### config.mk
export PLATFORM = sky130hd
export DESIGN_NAME = instruction_fetch_ctrl
export DESIGN_NICKNAME = d
export VERILOG_FILES = /design/src/rtl/fetch_pkg.sv /design/src/rtl/instruction_fetch_ctrl.sv
export SDC_FILE = /design/constraint.sdc
export NUM_CORES = 1
export LEC_CHECK = 0
export ABC_CLOCK_PERIOD_IN_PS = 2900
export CORE_MARGIN = 5
export CORE_UTILIZATION = 47
export CTS_BUF_LIST = sky130_fd_sc_hd__clkbuf_4
export CTS_CLUSTER_DIAMETER = 150
export CTS_CLUSTER_SIZE = 14
export DETAILED_ROUTE_END_ITERATION = 7
export GPL_TIMING_DRIVEN = 0
export HOLD_SLACK_MARGIN = 0.06
export PLACE_DENSITY = 0.88
export SYNTH_ARGS = -nofsm -noshare
export SYNTH_HDL_FRONTEND = slang
export SYNTH_SLANG_ARGS = --single-unit
export TNS_END_PERCENT = 100
### constraint.sdc
create_clock -name clk -period 2.9 [get_ports clk]
set_clock_uncertainty 0.15 [all_clocks]
set_input_delay 0.58 -clock clk [delete_from_list [all_inputs] [get_ports clk]]
set_output_delay 0.58 -clock clk [all_outputs]
set_load 0.05 [all_outputs]
### src/rtl/fetch_pkg.sv
// Shared types and helpers for the instruction fetch controller.
package fetch_pkg;

   typedef enum logic [1:0] {
      IDLE  = 2'd0,
      RUN   = 2'd1,
      DRAIN = 2'd2,
      FAULT = 2'd3
   } fetch_state_e;

   // addi x0, x0, 0
   localparam logic [31:0] NOP_INSTR = 32'h0000_0013;

   // A PC is usable when it is word aligned and inside the instruction memory.
   function automatic logic pc_ok(input logic [31:0] pc, input int unsigned mem_words);
      logic [31:0] limit;
      limit = 32'(mem_words) << 2;
      return (pc[1:0] == 2'b00) && (pc < limit);
   endfunction

endpackage

### src/rtl/instruction_fetch_ctrl.sv
// Instruction fetch controller: owns the PC, drives the combinational instruction
// memory and registers each returned word into a one-entry fetch buffer offered
// downstream. Handles start/halt, redirects and PC faults.
//
// Handshake: a packet transfers on every rising edge where if_valid && if_ready.
// if_valid never drops without a transfer except on redirect squash, fault or
// reset; if_pc/if_instr are stable while if_valid && !if_ready.
module instruction_fetch_ctrl #(
   parameter logic [31:0] RESET_PC  = 32'h0000_0000,
   parameter int unsigned MEM_WORDS = 128,
   parameter logic [31:0] NOP_INSTR = fetch_pkg::NOP_INSTR
) (
   input  logic        clk,
   input  logic        rst_n,
   input  logic        start,
   input  logic        halt_req,
   input  logic        redirect_valid,
   input  logic [31:0] redirect_pc,
   output logic [31:0] imem_address,
   input  logic [31:0] imem_instruction,
   output logic        if_valid,
   input  logic        if_ready,
   output logic [31:0] if_pc,
   output logic [31:0] if_instr,
   output logic [1:0]  state,
   output logic        fault,
   output logic [31:0] fault_pc,
   output logic [31:0] fetch_count
);
   import fetch_pkg::*;

   fetch_state_e state_q, state_n;
   logic [31:0]  pc_q, pc_n;
   logic         valid_q, valid_n;
   logic [31:0]  if_pc_q, if_pc_n;
   logic [31:0]  instr_q, instr_n;
   logic         fault_q, fault_n;
   logic [31:0]  fault_pc_q, fault_pc_n;
   logic [31:0]  count_q, count_n;
   logic         handshake;
   logic         slot_free;

   assign handshake = valid_q && if_ready;
   assign slot_free = !valid_q || if_ready;

   // State and datapath registers, cleared asynchronously.
   always_ff @(posedge clk or negedge rst_n) begin
      if (!rst_n) begin
         state_q    <= IDLE;
         pc_q       <= RESET_PC;
         valid_q    <= 1'b0;
         if_pc_q    <= 32'h0;
         instr_q    <= NOP_INSTR;
         fault_q    <= 1'b0;
         fault_pc_q <= 32'h0;
         count_q    <= 32'h0;
      end else begin
         state_q    <= state_n;
         pc_q       <= pc_n;
         valid_q    <= valid_n;
         if_pc_q    <= if_pc_n;
         instr_q    <= instr_n;
         fault_q    <= fault_n;
         fault_pc_q <= fault_pc_n;
         count_q    <= count_n;
      end
   end

   // Next state: redirect first (may fault), then per-state sequencing and capture.
   always_comb begin
      state_n    = state_q;
      pc_n       = pc_q;
      valid_n    = valid_q && !if_ready;
      if_pc_n    = if_pc_q;
      instr_n    = instr_q;
      fault_n    = fault_q;
      fault_pc_n = fault_pc_q;
      count_n    = handshake ? count_q + 32'd1 : count_q;

      if (state_q != FAULT) begin
         if (redirect_valid) begin
            valid_n = 1'b0;
            if (pc_ok(redirect_pc, MEM_WORDS)) begin
               pc_n = redirect_pc;
            end else begin
               fault_n    = 1'b1;
               fault_pc_n = redirect_pc;
               state_n    = FAULT;
            end
         end

         if (state_n != FAULT) begin
            case (state_q)
               IDLE: begin
                  if (start) state_n = RUN;
               end
               RUN: begin
                  if (halt_req) begin
                     state_n = DRAIN;
                  end else if (!redirect_valid && slot_free) begin
                     if (pc_ok(pc_q, MEM_WORDS)) begin
                        if_pc_n = pc_q;
                        instr_n = imem_instruction;
                        valid_n = 1'b1;
                        pc_n    = pc_q + 32'd4;
                     end else begin
                        fault_n    = 1'b1;
                        fault_pc_n = pc_q;
                        valid_n    = 1'b0;
                        state_n    = FAULT;
                     end
                  end
               end
               DRAIN: begin
                  if (slot_free) state_n = IDLE;
               end
               default: ;
            endcase
         end
      end
   end

   assign imem_address = pc_q;
   assign if_valid     = valid_q;
   assign if_pc        = if_pc_q;
   assign if_instr     = valid_q ? instr_q : NOP_INSTR;
   assign state        = state_q;
   assign fault        = fault_q;
   assign fault_pc     = fault_pc_q;
   assign fetch_count  = count_q;

endmodule

# == Yosys cells after proc, flatten, opt, wreduce, memory -nomap -nowiden ==
# Index checks and enable logic that the tools add are counted.
# word_totals
regBits,164
inputBits,70
elab_cells,69
out_inout_bits,164
# classes
magnitude_cmp,2
n_addsub,2
eq_ne,4
reduce_logical,13
bitwise_logic,1
muxes,39
# ops
cell,count
32-bit two-way mux,15
"32-bit by 10-bit less-than comparator with 1-bit output, second input constant",2
"32-bit by 1-bit adder with 32-bit output, second input constant",1
"32-bit by 3-bit adder with 32-bit output, second input constant",1
2-bit two-way mux,9
1-bit two-way mux,14
2-bit logical NOT,3
2-bit one-hot mux with 3 select lines,1
6-bit AND reduction,1
1-bit logical AND,5
"2-bit != test, second input constant",2
1-bit logical NOT,3
"2-bit by 1-bit equality test with 1-bit output, second input constant",1
"2-bit equality test, second input constant",1
1-bit logical OR,1
1-bit NOT,1

# == Logic depth before layout (Yosys ltp) ==
# Gate-level depths: netlist of run 1.
# logic_depth
depth_word,10
depth_mapped,7
ltp_nobuf,6

# == Least setup slack after synthesis of run 1 ==
# No wires, ideal clock.
# synth_path
path_kind,register -> register
start,"reg valid_q, in the netlist if_valid"
end,"reg if_pc_q[7], in the netlist if_pc[7]"
arrival_ns,2.049
path_stages_with_launch,7
path_slack_ns,0.576
period_less_slack_ns,2.324
path_buffers,2
path_cell_list,dfrtp_1 > nor2b_4 > and4bb_1 > nor3b_2 > buf_4 > buf_4 > mux2_2
# synth_via
elab_chain_len,4
# synth_rtl
item,line,rtl
from (decl),instruction_fetch_ctrl.sv:34,"logic valid_q, valid_n;"
from (signal assigned),instruction_fetch_ctrl.sv:60,valid_q <= valid_n;
1-bit logical NOT,instruction_fetch_ctrl.sv:44,assign slot_free = !valid_q || if_ready;
1-bit logical OR,instruction_fetch_ctrl.sv:44,
1-bit logical AND,instruction_fetch_ctrl.sv:100,end else if (!redirect_valid && slot_free) begin
6-bit AND reduction (no source line),-,
to (signal assigned),instruction_fetch_ctrl.sv:61,if_pc_q <= if_pc_n;
to (decl),instruction_fetch_ctrl.sv:35,"logic [31:0] if_pc_q, if_pc_n;"
# Every way passes these cells.
# A chain may end at the register's enable or synchronous reset.

# == Final worst setup path of run 1 ==
# layout_path
start,reg instr_q[1]
end,out if_instr[1]
# layout_via
elab_chain_len,1
# layout_rtl
item,line,rtl
from (decl),instruction_fetch_ctrl.sv:36,"logic [31:0] instr_q, instr_n;"
from (signal assigned),instruction_fetch_ctrl.sv:62,instr_q <= instr_n;
32-bit two-way mux,instruction_fetch_ctrl.sv:126,assign if_instr = valid_q ? instr_q : NOP_INSTR;
to (decl),instruction_fetch_ctrl.sv:24,"output logic [31:0] if_instr,"
# Every way passes these cells.

==> flow_summary.toml, run 1 <==
[cts]
clockBufferDepth = 2
cts_buffers = 17
cts.sinks = 164
insertion_delay_ns = 0.55
clk_pin_slew_worst_paths_ns = 0.14
cts-root-buf = "clkbuf_4"
cts_tree = "built"
post-cts-setup-buffers = 0
htreeDepth = 4

[route]
viasPerCell = 5.44
routed_wl_mm = 19.0
wire_per_inst_um = 19.1
first_pass_iters = 5
drt_iter0_markers = 437
ant_nets = 0
vias = 5415
drc = 0

[synth]
synth_nets = 621
synth_cells = 549
yosysWarnings = 0
syn_avg_cell_area_um2 = 12.3
ys_seq_area_frac = 0.608
synth_edf_count = 0
ys_types = 45
dominantRegCellSynth = "dfrtp_1"
ys_async_sr_fraction = 1.00
netlist_area_um2 = 6760
synth.ff_latch_count = 164

[setup_path]
arrival_ns = 2.02
timing.rr.start = "imem_address[29]$_DFFE_PN0N_"
worstPathRequired_ns = 2.17
cp_max_fo = 2
criticalPathCategory = "reg2out"
r2r_end = "if_pc[3]$_DFFE_PN0P_"
start_kind = "flop"
r2r_slack_ns = 0.20
rr_worst_depth = 6
setup.worst_path.end_class = "primary output"

[floorplanning]
core_um2 = 14000
fp.dieH_um = 130
io_pins = 234
die-area_um2 = 16900
rows = 43
die_w_um = 130
start_util = 0.483

[timing]
fmax_ghz = 0.364
final_hold_viol_count = 0
grt_setup_unrepaired = "no"
drv_slew = 0
tightest_slew_ns = 0.601
timing.hold.ws_ns = 0.337
relSlewSlack = 0.599
period_needed_ns = 2.75
fin_setup_tns_ns = 0
setup_violations = 0
min_period_over_period = 0.947

[global_routing]
grt_pass1_wl_mm = 30.4
grt-ovfl-total = 0
track_usage = 0.231
grt_max_degree = 101
antenna_found_initial = 0
grt_pass1_vias = 5701

[min_path]
worstHoldPathCells = 1
min_from = "fetch_count[31]$_DFFE_PN0P_"
min-delay-path-class = "reg2reg"
holdPathEnd = "fetch_count[31]$_DFFE_PN0P_"

[power_and_ir_drop]
ir_worst_vdd_uv = 446
p_per_area_nw_per_um2 = 553
p_leak_nw = 4.34

[placement]
hpwl_mm = 14.1
io_buffers = 233
gp_congestion = 0.864

[finish]
fin_util = 0.692
multiInputGateArea_um2 = 2480
drive_gt1_frac = 0.152
antenna_cells = 0
syn_to_final_growth_pct = 43.2
nets = 875
nFillCells = 967
seq_area_um2 = 4110

[outcome]
outcome = "complete, no violations"

[flow_run]
max_cap_viol_count = 0
-- critical path, cell delays in order, from the launching register on --
cell and delay (ns):
dfstp_2 0.56, nand2b_1 0.11, clkdlybuf4s50_1 0.81
-- synthesized netlist by cell type (3+ instances only) --
master     count  area [um2]
o21ai_0        7        35.0
nor2b_1       29         181
o22ai_1       31         194
nor2_1        20        75.1
nand2b_1       4        25.0
nand2_1       17        63.8
o21ai_1        3        15.0
dfstp_2        3        78.8
buf_2          9        45.0
dfrtp_1      161        4030
mux2_2        40         450
nand3_1       13        65.1
and2_1        53         332
inv_1         13        48.8
a2bb2oi_1     30         263
nor3_1         5        25.0
xor2_1        15         131
and3_1         9        56.3
clkbuf_1      16        60.1
a22oi_1        4        30.0
xnor2_1       20         175
nand4_1        9        56.3
nor4_1        11        68.8
-- area by class of cell --
class / count / area share
Timing Repair Buffer: 235 / 0.248
Buffer: 27 / 0.0124
Inverter: 13 / 0.00504
Multi-Input combinational cell: 345 / 0.256
Clock inverter: 13 / 0.0166
Tap cell: 180 / 0.0233
Clock buffer: 18 / 0.0140
Sequential cell: 164 / 0.425
-- stage by stage --
step / area (um2) / setup slack, ns / std cells / total power [mW]
3_3_place_gp: 9310 / -5.15 / 962 / 3.96
3_5_place_dp: 9340 / -0.321 / 963 / 4.00
6_report: 9680 / 0.155 / 995 / 5.35
2_1_floorplan: 6760 / 0.576 / 549 / 3.42
4_1_cts: 9680 / 0.00146 / 995 / 5.40
5_1_grt: 9680 / 0.00909 / 995 / 5.58
-- how the worst max path moves through the flow --
stage	start	to	cells past startpoint
global placement	rst_n	fetch_count[16]$_DFFE_PN0P_	1
CTS	if_valid$_DFF_PN0_	if_instr[3]	3
global route	imem_address[29]$_DFFE_PN0N_	if_pc[4]$_DFFE_PN0P_	6
finish	instr_q[1]$_DFFE_PN1P_	if_instr[1]	2
detailed placement	if_ready	if_pc[8]$_DFFE_PN0P_	7
floorplan	if_valid$_DFF_PN0_	if_pc[7]$_DFFE_PN0P_	6
-- registers in the layout, indices dropped and copies added, names as in the netlist --
signal        count
fetch_count      32
if_pc            32
fault             1
if_valid          1
imem_address     32
state             2
instr_q          32
fault_pc         32
-- logic make-up (layout without fill, tap and decap cells) --
family,count (synthesis),count (layout),synth area share
buf+inv,40,306,0.0250
compound gates,86,86,0.0933
simple gates,182,182,0.158
xor+xnor,35,35,0.0454
fa+ha+maj,2,2,0.00370
mux,40,40,0.0667
flops,164,164,0.608
-- layer usage --
| metal | vias to the layer above | share of wire | global-route usage |
|---|---|---|---|
| met1 | 2675 | 0.39 | 0.286 |
| met3 | 36 | 0.098 | 0.0802 |
| met4 | 0 | 0.020 | 0.0782 |
| met5 | - | 0 | 0 |
| met2 | 267 | 0.49 | 0.379 |
| li1 | 2437 | - | - |
-- power by group --
| part | leakage [nW] | internal (mW) | switching [mW] | total, mW |
|---|---|---|---|---|
| registers | 2.12 | 2.49 | 0.132 | 2.62 |
| logic | 2.07 | 0.512 | 0.822 | 1.33 |
| clock network | 0.150 | 0.601 | 0.792 | 1.39 |
| total | 4.34 | 3.60 | 1.75 | 5.35 |
-- placed cells by master (no fill, tap or decap), types with 5 or more instances in the layout --
cell type / instances
o22ai_1: 31
nand2_1: 17
nor4_1: 11
buf_2: 9
clkdlybuf4s15_2: 28
nand3_1: 13
xor2_1: 15
clkbuf_4: 18
nand4_1: 9
o21ai_0: 7
clkdlybuf4s50_1: 202
and2_1: 53
dfrtp_1: 160
and3_1: 9
nor2b_1: 29
inv_1: 13
nor2_1: 20
mux2_2: 40
a2bb2oi_1: 30
nor3_1: 5
clkbuf_1: 16
xnor2_1: 20
-- repair_timing --
| action | in CTS | in global routing |
|---|---|---|
| hold buffers | 1 | 0 |
| hold endpoints to repair | 61 | 0 |
| gates resized for setup | 87 | 2 |
| setup endpoints to repair | 30 | 17 |
| pin swaps | 0 | 0 |
No activity file was read; power rests on OpenSTA's default activity.
==> inputs of run 2 (changes only) <==
--- a/config.mk
+++ b/config.mk
@@ -12,9 +12,10 @@
 export CTS_CLUSTER_DIAMETER = 150
 export CTS_CLUSTER_SIZE = 14
 export DETAILED_ROUTE_END_ITERATION = 7
+export GPL_ROUTABILITY_DRIVEN = 0
 export GPL_TIMING_DRIVEN = 0
 export HOLD_SLACK_MARGIN = 0.06
-export PLACE_DENSITY = 0.88
+export PLACE_DENSITY = 0.92
 export SYNTH_ARGS = -nofsm -noshare
 export SYNTH_HDL_FRONTEND = slang
 export SYNTH_SLANG_ARGS = --single-unit
==> run 2 against run 1 <==
  * Sequential power hardly changed
  * Register-to-register slack improved by 0.06 ns
  * Largest cell class unchanged
  * Maximum frequency rose by 0.87%
==> flow_summary.toml, run 2 (synthesis results as in run 1) <==
[timing]
final_hold_viol_count = 0
min_period_over_period = 0.938
grt_setup_unrepaired = "no"
relSlewSlack = 0.585
fmax_ghz = 0.367
tightest_slew_ns = 0.622
timing.hold.ws_ns = 0.335
setup_violations = 0
drv_slew = 0
period_needed_ns = 2.72
timing.final.ws_setup_ns = 0.178

[finish]
syn_to_final_growth_pct = 41.1
finalInstanceArea_um2 = 9530
mostFrequentLayoutCell = "clkdlybuf4s50_1"
antenna_cells = 0
final_cell_mix = "202 x clkdlybuf4s50_1, 160 x dfrtp_1, 53 x and2_1"
drive_gt1_frac = 0.153
fin_cells = 996
nets = 875

[floorplanning]
start_util = 0.483
io_pins = 234
core_um2 = 14000
die-area_um2 = 16900
fp.dieH_um = 130
rows = 43
die_w_um = 130

[cts]
cts-root-buf = "clkbuf_4"
cts_buffers = 17
htreeDepth = 4
cts.sinks = 164
cts_tree = "built"
clk_pin_slew_worst_paths_ns = 0.13
post-cts-setup-buffers = 0
insertion_delay_ns = 0.56
clockBufferDepth = 2

[global_routing]
grt_pass1_vias = 5548
grt_pass1_wl_mm = 29.1
grt-ovfl-total = 0
track_usage = 0.223
grt_max_degree = 84
antenna_found_initial = 0

[min_path]
min-delay-path-class = "reg2reg"
min_from = "fetch_count[31]$_DFFE_PN0P_"
holdPathEnd = "fetch_count[31]$_DFFE_PN0P_"
worstHoldPathCells = 1

[route]
routed_wl_mm = 18.4
wire_per_inst_um = 18.5
ant_nets = 0
drc = 0
viasPerCell = 5.37
vias = 5344
drt_iter0_markers = 247
first_pass_iters = 4

[setup_path]
timing.rr.start = "if_valid$_DFF_PN0_"
cp_max_fo = 2
r2r_end = "if_pc[6]$_DFFE_PN0P_"
worstPathRequired_ns = 2.17
r2r_slack_ns = 0.26
setup.worst_path.end_class = "primary output"
start_kind = "flop"
rr_worst_depth = 6
criticalPathCategory = "reg2out"
arrival_ns = 1.99

[power_and_ir_drop]
p_leak_nw = 4.39
p_per_area_nw_per_um2 = 569
power_switching_mw = 1.73
ir_worst_vdd_uv = 464
p_int_mw = 3.69
p_total_mw = 5.42
seq_power_share = 0.484
switching_share = 0.319
p_clk_frac = 0.272
comb_power_share = 0.244

[flow_run]
max_cap_viol_count = 0

[placement]
io_buffers = 233
dp_cells = 963
placed_area_um2 = 9350
pre_cts_slack_ns = -0.373
hpwl_mm = 14.0

[outcome]
outcome = "complete, no violations"
==> run 2: critical path, stage by stage, from the launching register on <==
cell,delay (ns)
dfstp_2,0.54
nand2b_1,0.09
clkdlybuf4s50_1,0.81
==> run 2: layout make-up <==
cell class	count	area, um2
fillers	1032	4460
flip-flops and latches	164	4110
multi-input cells	345	2480
repair buffers	235	2230
well taps	180	225
clock inverters	14	184
clock buffers	18	135
plain buffers	27	120
inverters	13	48.8
==> run 2: power by group through the flow <==
stage	Clock, mW	Sequential, mW	Combinational (mW)
3_5_place_dp	0	2.66	1.33
2_1_floorplan	0	3.20	0.216
6_report	1.48	2.62	1.32
4_1_cts	1.51	2.62	1.34
3_3_place_gp	0	2.66	1.30
5_1_grt	1.61	2.65	1.38
==> run 2: per-stage QoR <==
stage	setup TNS (ns)	util
finish	0	0.681
global route	0	0.681
CTS	0	0.690
detailed placement	-28.64	0.668
global placement	-892.29	0.666
floorplan	0	-
==> run 2: layer usage <==
metal	vias to the layer above	routed length, um	share of wire	track usage
met4	0	458	0.025	0.0886
met3	40	1740	0.095	0.0794
met1	2621	7050	0.38	0.266
met5	-	0	0	0
li1	2446	-	-	-
met2	237	9140	0.50	0.372
==> run 2: repair_timing <==
item                       in CTS  in global routing
hold buffers                    1                  0
resized for setup              37                 52
setup endpoints to repair      30                 29
hold endpoints to repair       79                  0
==> run 2: worst max path at each step <==
stage          cells past startpoint  slack, ns                    startpoint                           end
2_1_floorplan                      6       0.58            if_valid$_DFF_PN0_          if_pc[7]$_DFFE_PN0P_
3_3_place_gp                       1      -5.37                         rst_n   fetch_count[15]$_DFFE_PN0P_
3_5_place_dp                       7      -0.37                      if_ready          if_pc[6]$_DFFE_PN0P_
4_1_cts                            3     0.0003            if_valid$_DFF_PN0_                  if_instr[25]
5_1_grt                            7       0.02  imem_address[31]$_DFFE_PN0N_  imem_address[23]$_DFFE_PN0N_
6_report                           2       0.18        instr_q[0]$_DFFE_PN1P_                   if_instr[0]
==> inputs of run 3 (changes only) <==
--- a/config.mk
+++ b/config.mk
@@ -7,7 +7,7 @@
 export LEC_CHECK = 0
 export ABC_CLOCK_PERIOD_IN_PS = 2900
 export CORE_MARGIN = 5
-export CORE_UTILIZATION = 47
+export CORE_UTILIZATION = 25
 export CTS_BUF_LIST = sky130_fd_sc_hd__clkbuf_4
 export CTS_CLUSTER_DIAMETER = 150
 export CTS_CLUSTER_SIZE = 14
@@ -15,7 +15,7 @@
 export GPL_ROUTABILITY_DRIVEN = 0
 export GPL_TIMING_DRIVEN = 0
 export HOLD_SLACK_MARGIN = 0.06
-export PLACE_DENSITY = 0.92
+export PLACE_DENSITY = 0.58
 export SYNTH_ARGS = -nofsm -noshare
 export SYNTH_HDL_FRONTEND = slang
 export SYNTH_SLANG_ARGS = --single-unit
==> run 3 against run 2 <==
  * Flip-flop and latch count unchanged
  * Core utilization down 32 points
  * Power down 2.8%
  * Via count down 3.6%
  * Combinational power about the same
  * Critical path depth unchanged
  * Worst hold slack worse by 0.0046 ns
  * First-iteration DRC count up 6.5%
  * Die area up 80%
  * Sequential power about the same
  * Worst setup slack worse by 0.0094 ns
  * Clock-buffer cell count unchanged
  * Critical path type unchanged
  * Critical endpoint is now if_instr[1]
  * Largest power group unchanged
  * Highest routed layer is now met5
==> flow_summary.toml, run 3 (synthesis results as in run 1) <==
[setup_path]
start_kind = "flop"
timing.rr.start = "imem_address[31]$_DFFE_PN0N_"
cp-startpoint = "if_valid$_DFF_PN0_"
cp_max_fo = 9
arrival_ns = 2.00
worstPathRequired_ns = 2.17
crit_cells = 2
slowest_delay_ns = 0.82
r2r_end = "if_pc[7]$_DFFE_PN0P_"
r2r_slack_ns = 0.21
cp-endpoint = "if_instr[1]"
crit_chain = "nand2b_1 -> clkdlybuf4s50_1"
rr_worst_depth = 6
cpLargestDelayFamily = "buffers and inverters"
cpMaxStageDelayCell = "clkdlybuf4s50_1"
crit_buf_inv = 1
setup.worst_path.end_class = "primary output"
criticalPathCategory = "reg2out"

[cts]
cts.sinks = 164
cts_tree = "built"
insertion_delay_ns = 0.54
cts-root-buf = "clkbuf_4"
htreeDepth = 4
cts_buffers = 17
clk_pin_slew_worst_paths_ns = 0.14
clockBufferDepth = 2
post-cts-setup-buffers = 0

[finish]
fin_cells = 1157
final_cell_mix = "202 x clkdlybuf4s50_1, 160 x dfrtp_1, 53 x and2_1"
antenna_cells = 0
fin_util = 0.366
mostFrequentLayoutCell = "clkdlybuf4s50_1"
syn_to_final_growth_pct = 45.2
nets = 875
drive_gt1_frac = 0.152
finalInstanceArea_um2 = 9810
nFillCells = 2663

[route]
drt_iter0_markers = 263
routed_wl_mm = 20.4
ant_nets = 0
first_pass_iters = 4
vias = 5154
wire_per_inst_um = 17.6
drc = 0
viasPerCell = 4.45

[timing]
setup_violations = 0
period_needed_ns = 2.73
final_hold_viol_count = 0
tightest_slew_ns = 0.689
drv_slew = 0
grt_setup_unrepaired = "no"
min_period_over_period = 0.942
fin_setup_tns_ns = 0
relSlewSlack = 0.541
fmax_ghz = 0.366

[floorplanning]
io_pins = 234
rows = 60
die-area_um2 = 30400
die_w_um = 174
fp.dieH_um = 174
start_util = 0.252
core_um2 = 26800

[global_routing]
grt-ovfl-total = 0
grt_pass1_vias = 5419
track_usage = 0.135
grt_max_degree = 86
grt_pass1_wl_mm = 32.5
antenna_found_initial = 1

[flow_run]
max_cap_viol_count = 0

[placement]
dp_cells = 1124
placed_area_um2 = 9550
io_buffers = 233
hpwl_mm = 14.9

[power_and_ir_drop]
p_leak_nw = 4.35
p_total_mw = 5.27
p_per_area_nw_per_um2 = 537
ir_worst_vdd_uv = 357

[min_path]
min-delay-path-class = "reg2reg"
min_from = "fetch_count[31]$_DFFE_PN0P_"

[outcome]
outcome = "complete, no violations"
==> run 3: worst min path at each step <==
stage | end | depth (start not counted)
floorplan | fault$_DFFE_PN0N_ | 0
global placement | fault$_DFFE_PN0N_ | 1
detailed placement | fault$_DFFE_PN0N_ | 1
CTS | fetch_count[31]$_DFFE_PN0P_ | 1
global route | fetch_count[31]$_DFFE_PN0P_ | 1
finish | fetch_count[31]$_DFFE_PN0P_ | 1
==> run 3: repair_timing <==
| item | CTS | global route |
|---|---|---|
| hold endpoints to repair | 82 | 0 |
| pin swaps | 0 | 0 |
| resized for setup | 82 | 7 |
| endpoints found under the setup margin | 33 | 7 |
| hold buffers | 1 | 0 |
==> run 3: metrics by stage <==
stage               hold slack [ns]  worst slack (ns)
detailed placement            0.303            -0.417
global route                  0.362           0.00689
finish                        0.330             0.169
global placement              0.305             -6.02
CTS                           0.338           0.00715
floorplan                     0.134             0.576
==> run 3: power breakdown <==
part / internal [mW] / total [mW] / leakage, nW / switching (mW)
sequential: 2.49 / 2.61 / 2.12 / 0.123
combinational: 0.512 / 1.32 / 2.08 / 0.812
clock: 0.448 / 1.33 / 0.148 / 0.885
==> run 3: final cells by class <==
| class | instances | area, um2 | area share |
|---|---|---|---|
| clock buffers | 18 | 135 | 0.0138 |
| clock inverters | 14 | 126 | 0.0129 |
| flip-flops and latches | 164 | 4110 | 0.419 |
| repair buffers | 235 | 2370 | 0.241 |
| inverters | 13 | 48.8 | 0.00497 |
| multi-input cells | 345 | 2480 | 0.253 |
| well taps | 341 | 427 | 0.0435 |
| plain buffers | 27 | 120 | 0.0122 |
==> run 3: metal layers <==
| metal | global-route usage | vias to the layer above | wire length [um] |
|---|---|---|---|
| met5 | 0 | - | 7 |
| met4 | 0.0350 | 2 | 221 |
| met3 | 0.0470 | 16 | 1450 |
| met2 | 0.214 | 158 | 9580 |
| met1 | 0.175 | 2528 | 9110 |
| li1 | - | 2450 | - |
